<file path="src/rtl/keypad_encoder.sv">
// Debounced 10-key digit entry for the oven timer: one load strobe per accepted
// key press, with the entered-digit count saturating at three.
module keypad_encoder #(
  parameter int unsigned DEBOUNCE_CYCLES = 4
) (
  input  logic       clock,
  input  logic       clrn,
  input  logic [9:0] keys,
  input  logic       en,
  input  logic       entry_clr,
  output logic [3:0] data,
  output logic       loadn,
  output logic [1:0] digit_count,
  output logic       full
);

  typedef enum logic [1:0] {
    IDLE     = 2'd0,
    DEBOUNCE = 2'd1,
    LOAD     = 2'd2,
    RELEASE  = 2'd3
  } state_t;

  localparam logic [7:0] DB_LIMIT = 8'(DEBOUNCE_CYCLES);

  state_t     state_q;
  logic [9:0] keys_q;
  logic [3:0] key_q;
  logic [7:0] cnt_q;
  logic [3:0] data_q;
  logic       loadn_q;
  logic [1:0] digit_count_q;
  logic [1:0] digit_count_d;

  logic [3:0] ones_s;
  logic [3:0] sample_idx_s;
  logic       sample_single_s;
  logic       sample_none_s;
  logic [7:0] cnt_inc_s;
  logic       cnt_done_s;
  logic       full_s;

  function automatic logic [3:0] count_ones(input logic [9:0] v);
    logic [3:0] n;
    n = 4'd0;
    for (int i = 0; i < 10; i++) begin
      n = n + {3'd0, v[i]};
    end
    return n;
  endfunction

  // Only meaningful for single samples; picks the highest set line otherwise.
  function automatic logic [3:0] key_index(input logic [9:0] v);
    logic [3:0] idx;
    idx = 4'd0;
    for (int i = 0; i < 10; i++) begin
      if (v[i]) begin
        idx = 4'(i);
      end else begin
        idx = idx;
      end
    end
    return idx;
  endfunction

  assign ones_s          = count_ones(keys_q);
  assign sample_idx_s    = key_index(keys_q);
  assign sample_single_s = (ones_s == 4'd1);
  assign sample_none_s   = (ones_s == 4'd0);
  assign cnt_inc_s       = cnt_q + 8'd1;
  assign cnt_done_s      = (cnt_inc_s == DB_LIMIT);
  assign full_s          = (digit_count_q == 2'd3);

  // Input sampling stage: every decision below looks at keys_q only.
  always_ff @(posedge clock or negedge clrn) begin
    if (!clrn) begin
      keys_q <= 10'd0;
    end else begin
      keys_q <= keys;
    end
  end

  // Digit counter next value: cancel beats the increment made during LOAD.
  always_comb begin
    digit_count_d = digit_count_q;
    if (entry_clr) begin
      digit_count_d = 2'd0;
    end else if ((state_q == LOAD) && (digit_count_q != 2'd3)) begin
      digit_count_d = digit_count_q + 2'd1;
    end else begin
      digit_count_d = digit_count_q;
    end
  end

  // Digit counter register.
  always_ff @(posedge clock or negedge clrn) begin
    if (!clrn) begin
      digit_count_q <= 2'd0;
    end else begin
      digit_count_q <= digit_count_d;
    end
  end

  // Press/debounce/load/release sequencer with registered strobe and digit.
  always_ff @(posedge clock or negedge clrn) begin
    if (!clrn) begin
      state_q <= IDLE;
      key_q   <= 4'd0;
      cnt_q   <= 8'd0;
      data_q  <= 4'd0;
      loadn_q <= 1'b1;
    end else begin
      loadn_q <= 1'b1;
      case (state_q)
        IDLE: begin
          if (en && sample_single_s) begin
            key_q   <= sample_idx_s;
            cnt_q   <= 8'd0;
            state_q <= DEBOUNCE;
          end else begin
            state_q <= IDLE;
          end
        end
        DEBOUNCE: begin
          if (!en || !sample_single_s || (sample_idx_s != key_q)) begin
            state_q <= IDLE;
          end else if (cnt_done_s) begin
            cnt_q <= 8'd0;
            // A full entry swallows the press but still waits for its release.
            if (full_s) begin
              state_q <= RELEASE;
            end else begin
              state_q <= LOAD;
              loadn_q <= 1'b0;
              data_q  <= key_q;
            end
          end else begin
            cnt_q <= cnt_inc_s;
          end
        end
        LOAD: begin
          cnt_q   <= 8'd0;
          state_q <= RELEASE;
        end
        RELEASE: begin
          if (!sample_none_s) begin
            cnt_q <= 8'd0;
          end else if (cnt_done_s) begin
            cnt_q   <= 8'd0;
            state_q <= IDLE;
          end else begin
            cnt_q <= cnt_inc_s;
          end
        end
        default: begin
          state_q <= IDLE;
          cnt_q   <= 8'd0;
        end
      endcase
    end
  end

  assign data        = data_q;
  assign loadn       = loadn_q;
  assign digit_count = digit_count_q;
  assign full        = full_s;

endmodule

</file>
<file path="config.mk">
export PLATFORM = sky130hd
export DESIGN_NAME = keypad_encoder
export DESIGN_NICKNAME = d
export VERILOG_FILES = /design/src/rtl/keypad_encoder.sv
export SDC_FILE = /design/constraint.sdc
export NUM_CORES = 1
export LEC_CHECK = 0
export ABC_CLOCK_PERIOD_IN_PS = 8200
export BUFFER_PORTS_ARGS = -buffer_cell sky130_fd_sc_hd__buf_2
export CAP_MARGIN = 5
export CELL_PAD_IN_SITES_DETAIL_PLACEMENT = 0
export CELL_PAD_IN_SITES_GLOBAL_PLACEMENT = 1
export CORE_UTILIZATION = 48
export DETAILED_ROUTE_END_ITERATION = 10
export PLACE_DENSITY = 0.81
export RECOVER_POWER = 50
export SETUP_SLACK_MARGIN = 0.02
export SLEW_MARGIN = 5
export SYNTH_ARGS = -nofsm -noshare
export SYNTH_HDL_FRONTEND = slang
export SYNTH_SLANG_ARGS = --single-unit
</file>
<file path="constraint.sdc">
create_clock -name clock -period 8.2 [get_ports clock]
set_input_delay 1.23 -clock clock [delete_from_list [all_inputs] [get_ports clock]]
set_output_delay 1.23 -clock clock [all_outputs]
set_load 0.02 [all_outputs]
</file>
==> results of run 1 <==
## power groups by stage
| stage | Combinational, mW | Clock, mW | Sequential [mW] |
|---|---|---|---|
| floorplan | 0.0988 | 0 | 0.211 |
| global placement | 0.118 | 0 | 0.219 |
| detailed placement | 0.125 | 0 | 0.221 |
| finish | 0.123 | 0.0909 | 0.219 |
| global route | 0.139 | 0.101 | 0.224 |
| CTS | 0.125 | 0.0957 | 0.219 |
## flip-flops by register name, indices dropped and copies added, names as in the netlist, named ones only
register	count
key_q	4
loadn	1
state_q	1
cnt_q	8
data	4
digit_count	2
keys_q	10
## synth_stat cells (2+ instances only)
cell type and instances:
o41ai_1 2, a2111oi_2 2, inv_1 14, or2_1 3, nand2b_1 5, nor3_1 3
and3_1 3, dfrtp_1 30, ha_1 4, nor2_1 14, nand2_1 9, o21ai_0 13
a31oi_1 2, nand3_1 2, mux2_1 4, fa_1 6, o31ai_1 2
## metal layers
layer | GRT usage [%] | vias to the layer above
met5 | 0 | -
li1 | - | 598
met4 | 10.48 | 0
met2 | 35.87 | 16
met3 | 5.042 | 6
met1 | 21.67 | 596
## critical path: cells and delay by family, from the launching register on
family / cells / cell delay [ns]
adders and majority gates: 5 / 2.01
DFF: 1 / 0.45
and+or+nand+nor: 2 / 0.50
buffers and inverters: 3 / 0.18
AOI/OAI and AO/OA: 5 / 1.17
## path summary, 6_finish.rpt
path | depth (start not counted) | slack, ns | start | end
max | 15 | 3.79 | keys_q[5]$_DFF_PN0_ | cnt_q[2]$_DFFE_PN0P_
min in group asynchronous | 1 | 1.32 | clrn | keys_q[0]$_DFF_PN0_
min reg2reg | 1 | 0.49 | data[0]$_DFFE_PN0P_ | data[0]$_DFFE_PN0P_
min | 1 | 0.49 | data[0]$_DFFE_PN0P_ | data[0]$_DFFE_PN0P_
max in group asynchronous | 1 | 5.93 | clrn | data[1]$_DFFE_PN0P_
max reg2reg | 15 | 3.79 | keys_q[5]$_DFF_PN0_ | cnt_q[2]$_DFFE_PN0P_
## metrics by stage
| stage | total power, mW | utilization, % | std cells | hold slack, ns |
|---|---|---|---|---|
| 6_report | 0.4338 | 55.92 | 226 | 0.4880 |
| 3_5_place_dp | 0.3466 | 54.28 | 219 | 0.4754 |
| 3_3_place_gp | 0.3372 | 54.28 | 219 | 0.4687 |
| 4_1_cts | 0.4399 | 55.95 | 226 | 0.4963 |
| 5_1_grt | 0.4639 | 55.92 | 226 | 0.5333 |
| 2_1_floorplan | 0.3102 | - | 156 | 0.4677 |
## kinds of logic after synthesis
family,Yosys count,synth area share (%)
AOI/OAI and AO/OA,38,17.39
xor gates and xnor gates,1,0.5182
adders and majority gates,10,10.07
buffers and inverters,19,4.959
DFF,31,45.97
muxes,6,3.923
and+or+nand+nor,51,17.17
## layout make-up
cell class	instances	area [um^2]	area share [%]
sequential	31	777.0	41.32
clock inverter	1	5.005	0.2661
clock buffer	6	51.30	2.728
inverter	15	56.30	2.994
tap	46	57.56	3.061
timing repair buffer	21	103.9	5.522
multi-input combinational	106	829.5	44.11
==> flow_metrics.tcl, run 1 <==
set metrics [dict create \
    drv_cap 1 \
    cts.path.max_buffers 2 \
    layout-drive-gt1-share_pct 23.89 \
    port_buffers 21 \
    cts_sinks 31 \
    gp_congestion 0.8406 \
    syn_area_per_cell_um2 10.84 \
    final_area_um2 1881 \
    firstDrtPassIters 4 \
    post-place-ws_ns 3.795 \
    clock.fmax_mhz 226.7 \
    syn-num-nets 180 \
    die_h_um 61.35 \
    synth_seq_cells 31 \
    p_clk_share_pct 21.0 \
    yosys.area.top_type "dfrtp_1" \
    netlist_area_um2 1690 \
    finalNetCount 204 \
    fin_skew_ns 0.005870 \
    slew_viol_final 32 \
    netlist_instances 156 \
    diodes 0 \
    hpwl_mm 2.497 \
    fin_ws_ns 3.789 \
    grt_pass1_wl_mm 5.126 \
    hold_class "reg2reg" \
    dpl_cell_area_um2 1826 \
    via_count 1216 \
    fin_crit_sh_pct 53.79 \
    synth_top_area_share_pct 44.41 \
    fillCellCount 320 \
    die_area_um2 3763 \
    wl_met3_um 87 \
    antenna_found_initial 0 \
    area_growth_pct 11.25 \
    htreeDepth 2 \
    post_cts_buffers 0 \
    tightest_slew_ns 1.662 \
    start_util_pct 50.26 \
    ant_nets 0 \
    setup_viol 0 \
    ys.warnings.count 0 \
    wl_met1_mm 1.413 \
    cpPeakStageDelay_ns 0.52 \
    p_leak_nw 0.8860 \
    synth_edf_count 0 \
    crit_required_ns 8.43 \
    cts_root_buf "clkbuf_4" \
    layout_min_cycle_time_ns 4.411 \
    p_per_area_nw_per_um2 230.7 \
    cp-end-kind "register" \
    totalWireLength_mm 3.298 \
    switchingPower_uw 155.4 \
    grt_use_total_pct 19.97 \
    crit_top_cell "fa_1" \
    worst-setup-path-type "reg2reg" \
    synthArstFlopShare_pct 100.0 \
    cts_tree "done" \
    ys.flop_type "dfrtp_1" \
    cp_slowest_cell "fa_1" \
    slew_headroom_pct -10.79 \
    layout_commonest_cell "dfrtp_1" \
    status "finished, violations left" \
    path_clk_slew_ns 0.09 \
    arrival_ns 4.64 \
    failed_checks "max-capacitance violations, max-slew violations" \
    switching_share_pct 35.82 \
    grt_pass1_vias 1169 \
    hold_buffers 0 \
    io_pins 22 \
    viasPerCell 5.381 \
    rsz0062_at_grt "false" \
    cts_buffers 5 \
    coreArea_um2 3363 \
    clk_latency_ns 0.33 \
    hold_violations 0 \
    yosysSeqAreaShare_pct 45.97 \
    first_iter_violations 19 \
    path_cells "fa_1, fa_1, inv_1, fa_1, inv_1, ha_1, inv_1, fa_1, a2111oi_2, o2111ai_1, nor3_2, o211a_1, a21oi_2, or2_1, o31ai_1" \
    cts_resized 0 \
    wl_per_cell_um 14.59 \
    grt_max_degree 32 \
    critPathLaunchType "register" \
    ys_types 55 \
    synthTopCellsByArea "dfrtp_1, fa_1, o21ai_0, inv_1, nor2_1" \
    top_layer_used "met4" \
    drc 0 \
    overflow 0 \
    final_cell_mix "dfrtp_1, buf_2, inv_1, nor2_1, o21ai_0" \
    p_seq_share_pct 50.6 \
    setup_tns_ns 0 \
    intPower_uw 278.4 \
    row_count 21 \
    routed-wl-met2_mm 1.741 \
    pwr-share-comb_pct 28.5 \
    crit_fanout 11 \
    peakVddDrop_mv 0.1462 \
    die_x_um 61.35 \
]
Note: power is estimated with default switching activity, not from simulation.
==> run 2: changes to the inputs <==
Settings changed: ABC_AREA set to 1, ABC_CLOCK_PERIOD_IN_PS 8200 to 4500, CORE_UTILIZATION 48 to 43, PLACE_DENSITY 0.81 to 0.77.
Clock period 8.2 ns to 4.5 ns, I/O delays scaled along.
==> flow_metrics.tcl, run 2 <==
set metrics [dict create \
    reg_top3 "keys_q x10, cnt_q x8" \
    yosys-top-cells-count "nand2_1, inv_1, dfrtp_1" \
    antenna_found_initial 0 \
    drc 0 \
    peakVddDrop_mv 0.1919 \
    grt_pass1_vias 1333 \
    netlist_area_um2 1770 \
    cp_slowest_cell "fa_1" \
    path_cells "fa_1, fa_1, inv_1, fa_1, inv_1, ha_1, inv_1, fa_1, xor2_1, nor2_1, nand2_1, nor2_1, inv_1, a21oi_4, nand2_1, nor2_1, nand2_1, nand2_1" \
    drv_cap 1 \
    ys_types 27 \
    hpwl_mm 2.652 \
    fin_crit_sh_pct 86.61 \
    start_util_pct 46.61 \
    slew_viol_final 32 \
    critPathLaunchType "register" \
    arrival_ns 4.12 \
    setup_tns_ns 0 \
    row_count 22 \
    grt_pass1_wl_mm 5.692 \
    yosysSeqAreaShare_pct 43.89 \
    viasPerCell 4.732 \
    synthTopCellsByArea "dfrtp_1, nand2_1, inv_1, fa_1, nand3_1" \
    ys.warnings.count 0 \
    via_count 1358 \
    finalNetCount 262 \
    clock.fmax_mhz 256.6 \
    grt_max_degree 32 \
    instances_no_fill 287 \
    ant_nets 0 \
    setup_viol 0 \
    cts_buffers 5 \
    status "finished, violations left" \
    syn-num-nets 236 \
    failed_checks "max-capacitance violations, max-slew violations" \
    syn_area_per_cell_um2 8.351 \
    die_area_um2 4378 \
    hold_violations 0 \
    hold_buffers 0 \
    cts.path.max_buffers 2 \
    fillCellCount 366 \
    layout_commonest_cell "nand2_1" \
    htreeDepth 2 \
    post_cts_buffers 0 \
    hold_class "reg2reg" \
    area_growth_pct 13.85 \
    placedCellCount 279 \
    overflow 0 \
    netlist_instances 212 \
    cp-end-kind "register" \
    ys.flop_type "dfrtp_1" \
    firstDrtPassIters 4 \
    synth_top_area_share_pct 42.40 \
    clk_latency_ns 0.27 \
    cts_tree "done" \
    synth_seq_cells 31 \
    grt_use_total_pct 17.39 \
    cts_resized 0 \
    die_h_um 66.17 \
    diodes 0 \
    largest_register "keys_q" \
    rsz0062_at_grt "false" \
    cts_root_buf "clkbuf_8" \
    crit_required_ns 4.72 \
    first_iter_violations 46 \
    p_leak_nw 1.055 \
    path_clk_slew_ns 0.07 \
    io_pins 22 \
    largest_register_ffs 10 \
    coreArea_um2 3799 \
    yosys.area.top_type "dfrtp_1" \
    final_cell_mix "nand2_1, inv_1, dfrtp_1" \
    port_buffers 21 \
    synthArstFlopShare_pct 100.0 \
    fin_skew_ns 0.009089 \
    tightest_slew_ns 1.575 \
    layout-drive-gt1-share_pct 17.99 \
    totalWireLength_mm 3.247 \
    synth_edf_count 0 \
    layout_min_cycle_time_ns 3.897 \
    crit_fanout 8 \
    die_x_um 66.17 \
    synth.most_common_cell "nand2_1" \
    gp_congestion 0.7885 \
    wl_per_cell_um 11.31 \
    worst-setup-path-type "reg2reg" \
    slew_headroom_pct -4.973 \
    cts_sinks 31 \
    cpPeakStageDelay_ns 0.51 \
    p_per_area_nw_per_um2 374.1 \
]
[run 2: power by group]
group          total [mW]  internal, mW  switching (mW)  leakage [nW]
Combinational       0.197        0.0712           0.126         0.629
Sequential          0.325         0.300          0.0244         0.375
Clock               0.232         0.139          0.0927        0.0515
Total               0.754         0.511           0.243          1.06
[run 2: final cells by class]
type	instances	area, um^2	area share [%]
repair buffers	21	103.9	5.152
inverters	39	146.4	7.263
clock buffers	8	100.1	4.966
flip-flops and latches	31	777.0	38.55
well taps	48	60.06	2.980
multi-input cells	140	828.3	41.09
[run 2: routing by layer]
layer	track usage [%]	vias up	wire length, um
met3	3.793	4	73
met2	31.38	13	1694
met5	0	-	0
met1	20.29	627	1451
li1	-	714	-
met4	5.585	0	27
[run 2: path summary, 6_finish.rpt]
check | endpoint | depth (start not counted) | startpoint | slack, ns
max in group asynchronous | key_q[0]$_DFFE_PN0P_ | 1 | clrn | 2.79
min in group asynchronous | cnt_q[3]$_DFFE_PN0P_ | 1 | clrn | 0.78
max reg2reg | cnt_q[2]$_DFFE_PN0P_ | 18 | keys_q[5]$_DFF_PN0_ | 0.60
max | cnt_q[2]$_DFFE_PN0P_ | 18 | keys_q[5]$_DFF_PN0_ | 0.60
min reg2reg | data[0]$_DFFE_PN0P_ | 2 | data[0]$_DFFE_PN0P_ | 0.49
min | data[0]$_DFFE_PN0P_ | 2 | data[0]$_DFFE_PN0P_ | 0.49
[run 2: kinds of logic (layout without fill, tap and decap cells)]
kind of cell	count (synthesis)	count (layout)	share of synthesized area (%)
compound gates	25	25	8.834
xor+xnor	4	4	1.979
fa+ha+maj	10	10	9.612
buf+inv	41	68	9.329
flops	31	31	43.89
simple gates	101	101	26.36
[run 2: worst max-delay path: cells and delay by family, from the launching register on]
family,cells,cell delay [ns]
AOI/OAI and AO/OA,1,0.26
xor gates and xnor gates,1,0.20
adders and majority gates,5,1.97
buffers and inverters,4,0.31
DFF,1,0.41
and+or+nand+nor,7,0.70
[run 2: stage by stage]
stage | area (um^2) | power (mW) | util (%) | hold WS [ns] | setup slack, ns
2_1_floorplan | 1770 | 0.4725 | - | 0.3794 | 0.8633
3_3_place_gp | 1917 | 0.5174 | 50.46 | 0.4726 | 0.7092
3_5_place_dp | 1917 | 0.5314 | 50.46 | 0.4845 | 0.6144
4_1_cts | 2017 | 0.7655 | 53.10 | 0.4533 | 0.5824
5_1_grt | 2016 | 0.8085 | 53.06 | 0.4953 | 0.3781
6_report | 2016 | 0.7540 | 53.06 | 0.4896 | 0.6026
